<file path="src/rtl/mnist_pkg.sv">
// Shared project constants for the MNIST datapath, plus the accumulator FSM encoding.
package mnist_pkg;

    localparam int ACC_W_DEF = 32;
    localparam int OUT_W_DEF = 8;
    localparam int LEN_W_DEF = 10;
    localparam int SHIFT_DEF = 7;

    typedef enum logic [1:0] {
        IDLE,
        ACC,
        FIN
    } acc_state_t;

endpackage

</file>
<file path="src/rtl/qrequant.sv">
// Combinational requantizer: bias add, round-half-up, arithmetic shift, saturate, optional ReLU.
module qrequant
    import mnist_pkg::*;
#(
    parameter int ACC_W = ACC_W_DEF,
    parameter int OUT_W = OUT_W_DEF,
    parameter int SHIFT = SHIFT_DEF
) (
    input  logic [ACC_W-1:0] acc,
    input  logic [ACC_W-1:0] bias,
    input  logic             relu_en,
    output logic [ACC_W-1:0] sum,
    output logic [OUT_W-1:0] q
);

    localparam logic signed [ACC_W:0] ROUND   = (ACC_W+1)'(1) << (SHIFT - 1);
    localparam logic signed [ACC_W:0] SAT_MAX = (ACC_W+1)'((2 ** (OUT_W - 1)) - 1);
    localparam logic signed [ACC_W:0] SAT_MIN = -SAT_MAX - (ACC_W+1)'(1);

    logic signed [ACC_W:0] rounded;
    logic signed [ACC_W:0] shifted;

    // NOTE: every branch below assigns q, so no latch is inferred.
    always_comb begin
        sum = acc + bias;
        // One extra bit keeps the rounding offset from wrapping near the positive limit.
        rounded = $signed({sum[ACC_W-1], sum}) + ROUND;
        shifted = rounded >>> SHIFT;
        if (relu_en && shifted[ACC_W])
            q = '0;
        else if (shifted > SAT_MAX)
            q = SAT_MAX[OUT_W-1:0];
        else if (shifted < SAT_MIN)
            q = SAT_MIN[OUT_W-1:0];
        else
            q = shifted[OUT_W-1:0];
    end

endmodule

</file>
<file path="src/rtl/qmult_accum.sv">
// Dot-product accumulator: sums len products per job, then requantizes the biased sum once.
module qmult_accum
    import mnist_pkg::*;
#(
    parameter int ACC_W = ACC_W_DEF,
    parameter int OUT_W = OUT_W_DEF,
    parameter int LEN_W = LEN_W_DEF,
    parameter int SHIFT = SHIFT_DEF
) (
    input  logic             clk,
    input  logic             rst,
    input  logic             ce,
    input  logic             start,
    input  logic [LEN_W-1:0] len,
    input  logic [ACC_W-1:0] bias_din,
    input  logic             relu_en,
    input  logic [ACC_W-1:0] product_din,
    input  logic             product_din_vld,
    output logic             busy,
    output logic [ACC_W-1:0] acc_dout,
    output logic [OUT_W-1:0] dout,
    output logic             dout_vld
);

    acc_state_t       state;
    logic [ACC_W-1:0] acc;
    logic [ACC_W-1:0] bias_q;
    logic             relu_q;
    logic [LEN_W-1:0] len_q;
    logic [LEN_W-1:0] cnt;
    logic             last_product;
    logic [ACC_W-1:0] sum;
    logic [OUT_W-1:0] q;

    // cnt counts accepted products; the job ends when it reaches the latched length.
    assign last_product = (cnt + LEN_W'(1)) == len_q;

    qrequant #(
        .ACC_W(ACC_W),
        .OUT_W(OUT_W),
        .SHIFT(SHIFT)
    ) u_qrequant (
        .acc    (acc),
        .bias   (bias_q),
        .relu_en(relu_q),
        .sum    (sum),
        .q      (q)
    );

    // NOTE: sequential state uses non-blocking assignments so every register samples pre-edge values.
    always_ff @(posedge clk) begin
        if (rst) begin
            state    <= IDLE;
            acc      <= '0;
            cnt      <= '0;
            len_q    <= '0;
            bias_q   <= '0;
            relu_q   <= 1'b0;
            busy     <= 1'b0;
            acc_dout <= '0;
            dout     <= '0;
            dout_vld <= 1'b0;
        end else if (ce) begin
            dout_vld <= 1'b0;
            case (state)
                IDLE: begin
                    if (start) begin
                        len_q  <= len;
                        bias_q <= bias_din;
                        relu_q <= relu_en;
                        acc    <= '0;
                        cnt    <= '0;
                        busy   <= 1'b1;
                        state  <= (len == '0) ? FIN : ACC;
                    end
                end
                ACC: begin
                    if (product_din_vld) begin
                        acc <= acc + product_din;
                        cnt <= cnt + LEN_W'(1);
                        if (last_product)
                            state <= FIN;
                    end
                end
                FIN: begin
                    acc_dout <= sum;
                    dout     <= q;
                    dout_vld <= 1'b1;
                    busy     <= 1'b0;
                    state    <= IDLE;
                end
                default: state <= IDLE;
            endcase
        end
    end

endmodule

</file>
<file path="config.mk">
export PLATFORM = sky130hd
export DESIGN_NAME = qmult_accum
export DESIGN_NICKNAME = d
export VERILOG_FILES = /design/src/rtl/mnist_pkg.sv /design/src/rtl/qrequant.sv /design/src/rtl/qmult_accum.sv
export SDC_FILE = /design/constraint.sdc
export NUM_CORES = 1
export LEC_CHECK = 0
export CORE_MARGIN = 2
export CORE_UTILIZATION = 30
export DETAILED_ROUTE_END_ITERATION = 10
export PLACE_DENSITY_LB_ADDON = 0.15
export SLEW_MARGIN = 20
export SYNTH_ARGS = -nofsm -noshare
export SYNTH_HDL_FRONTEND = slang
export SYNTH_SLANG_ARGS = --single-unit
</file>
<file path="constraint.sdc">
create_clock -name clk -period 4.3 [get_ports clk]
set_clock_uncertainty 0.2 [all_clocks]
set_input_delay 1.29 -clock clk [delete_from_list [all_inputs] [get_ports clk]]
set_output_delay 1.29 -clock clk [all_outputs]
set_load 0.02 [all_outputs]
</file>
==> reports/qor.csv <==
stage,metric,value,unit
setup_path,critical_path_arrival,4280,ps
finish,syn_to_final_growth,40.0,%
setup_path,critical_path_buf_inv_count,1,
drt,drt_pass1_iterations,5,
job,drv_cap,0,
floorplan,start_util,0.303,
logic_synthesis,ys_warn_count,0,
setup_path,crit_type,input pin to flip-flop,
clock_tree,numCtsBuffers,17,
setup_path,path_max_fanout,2,
logic_synthesis,syn_avg_cell_area,7.75,sq um
grt,grt_pass1_vias,8523,
placed_design,io_buffer_count,121,
placed_design,post-place-ws,-893,ps
finish,post-route-util,0.424,
drt,drt_wl_total,27200,um
setup_path,slowest_stage,or4_4,
logic_synthesis,synth_area_leaders,"dfxtp_1 29%, ha_1 8.9%, a21oi_1 8.0%",
logic_synthesis,synth_top_cell_by_area,dfxtp_1,
floorplan,die_h,177,um
finish,antenna_cells,0,
grt,grt_pass1_wl,44300,um
grt,antenna_found_initial,0,
logic_synthesis,synth_cell_types,91,
sta,tightest_slew,893,ps
logic_synthesis,synth_top_area_share,0.288,
setup_path,crit_top_cell,a21o_1,
grt,grt-ovfl-total,0,
placed_design,gp_routability_congestion,0.860,
logic_synthesis,synthFlopType,dfxtp_1,
logic_synthesis,syn_area,8960,sq um
drt,viasPerCell,4.99,
sta,period_minus_slack,4180,ps
sta,fmax,239,MHz
floorplan,core,29600,sq um
logic_synthesis,synth_edf_count,0,
finish,layout-drive-gt1-share,0.208,
clock_tree,cts_hold_buf,0,
sta,report.final.slew_viol_count,0,
drt,drtIter0Drc,391,
clock_tree,clock_sinks,129,
finish,fin_nets,1531,
clock_tree,insertion_delay,430,ps
pwr,vdd_drop_max,0.263,mV
pwr,power.leakage,0.00507,uW
floorplan,rows,63,
logic_synthesis,async_flop_share,0,
pwr,powerDensity,277,nW/um^2
floorplan,die_w,177,um
setup_path,max_stage_delay,430,ps
logic_synthesis,synth_nets,1302,
sta,fin_crit_sh,0.973,
logic_synthesis,ys_ff_latch,129,
drt,wl_per_cell,15.2,um
finish,final_common_cell,nand2_1,
setup_path,worstPathRequired,4400,ps
clock_tree,clk_pin_slew,60,ps
setup_path,cp_cell_sequence,buf_6 > ha_4 > a21o_1 > a21o_1 > a2111oi_4 > o211ai_1 > a31oi_2 > o21ai_2 > a21o_1 > or4_4 > a311o_1 > xor2_2 > nor2_1 > a221oi_2 > nor2_1,
clock_tree,h-tree-depth,4,
clock_tree,clk_path_buf_depth,2,
finish,layout_common_cells,"190 x nand2_1, 139 x buf_4, 137 x a21oi_1",
status,status,completed,
finish,fillers,3046,
min_path,hp-class,flip-flop to flip-flop,
setup_path,crit_path_start_kind,input pin,
setup_path,end_kind,flip-flop,
placed_design,dp.final_hpwl,20600,um
logic_synthesis,synth_cells,1156,
setup_path,crit_family,compound AO/OA/AOI/OAI gates,
clock_tree,root_buffer,clkbuf_16,
drt,ant_nets,0,
clock_tree,tritoncts,built,
drt,post-route-drc-count,0,
floorplan,dieArea,31300,sq um
logic_synthesis,ys_seq_area_frac,0.288,
floorplan,io_pins,122,
sta,fin_ws,117,ps
grt,track_usage,0.175,
sta,hold_violations,0,
sta,finalSetupViolations,0,
grt,grt_max_degree,69,
drt,num_vias,8924,
sta,slew-limit-headroom,0.405,
synthesized netlist by cell type (4+ instances only):
cell and count:
a211oi_1 18, a21o_1 30, a21oi_1 144, a22oi_1 31
a31oi_1 10, and2_1 10, and3_1 12, and4_1 6
buf_2 8, clkbuf_1 39, dfxtp_1 129, ha_1 64
inv_1 23, nand2_1 191, nand2b_1 9, nand3_1 19
nand3b_1 6, nand4_1 13, nor2_1 118, nor3_1 17
nor4_1 4, o211ai_1 6, o21a_1 9, o21ai_0 30
o21ai_1 14, o21bai_1 6, o22ai_1 4, o31a_1 6
or3_1 8, xnor2_1 48, xor2_1 24
per-layer routing:
metal  global-route usage  wire length (um)  vias up
li1                     -                 -     4633
met1                0.253             14200     4139
met2                0.273             11900      134
met3               0.0204               746       18
met4               0.0496               396        0
met5                    0                 0        -
kinds of logic after synthesis:
family	count (synthesis)	share of synthesized area
buf+inv	76	0.0364
xor+xnor	75	0.0771
simple gates	444	0.233
fa+ha+maj	66	0.0938
compound gates	361	0.265
mux	5	0.00586
flops	129	0.288
area by class of cell:
cell class	instances	area, sq um	share of cell area
inverters	23	86.3	0.00688
multi-input cells	951	6470	0.515
flip-flops and latches	129	2590	0.206
well taps	390	488	0.0389
clock inverters	13	160	0.0128
repair buffers	263	2300	0.184
clock buffers	19	453	0.0361
worst min-delay path: cells and delay by family (launching register included):
kind,cells,cell delay (ps)
AND/OR/NAND/NOR,1,50
flip-flops,1,310
AO/OA/AOI/OAI,1,50
flip-flops by register name, indices dropped and copies added (netlist names):
name,cells
acc,32
acc_dout,32
bias_q,32
busy,1
cnt,10
dout,8
dout_vld,1
len_q,10
relu_q,1
state,2
report_power, final:
group	internal, uW	total (uW)	switching, uW	leakage, uW
clock	943	1520	581	0.000299
combinational	324	686	362	0.00372
sequential	1240	1270	35.3	0.00105
per-stage QoR:
step | power [uW] | hold slack (ps) | cells | setup TNS [ps] | instance area [sq um]
finish | 3480 | 248 | 1788 | 0 | 12500
global route | 3640 | 273 | 1788 | -44.4 | 12500
CTS | 3490 | 252 | 1774 | -105 | 12200
detailed placement | 1940 | 245 | 1739 | -7000 | 11400
global placement | 1940 | 240 | 1739 | -5740 | 11400
floorplan | 1670 | 236 | 1156 | -9.04 | 8980
path summary, 6_finish.rpt:
check / startpoint / to / slack (ps) / cells past startpoint
worst max-delay path: product_din[9] / acc[31] / 120 / 15
worst min-delay path: acc_dout[3] / acc_dout[3] / 250 / 2
worst max register to register: acc[2] / dout[5] / 190 / 14
worst min register to register: acc_dout[3] / acc_dout[3] / 250 / 2
timing repair:
action / 4_1_cts / 5_1_grt
resized for setup: 40 / 58
pin swaps: 20 / 34
endpoints found under the hold margin: 0 / 0
endpoints found under the setup margin: 14 / 14
cloned: 0 / 0
buffers inserted: 3 / 14
(Power assumes the default switching activity.)
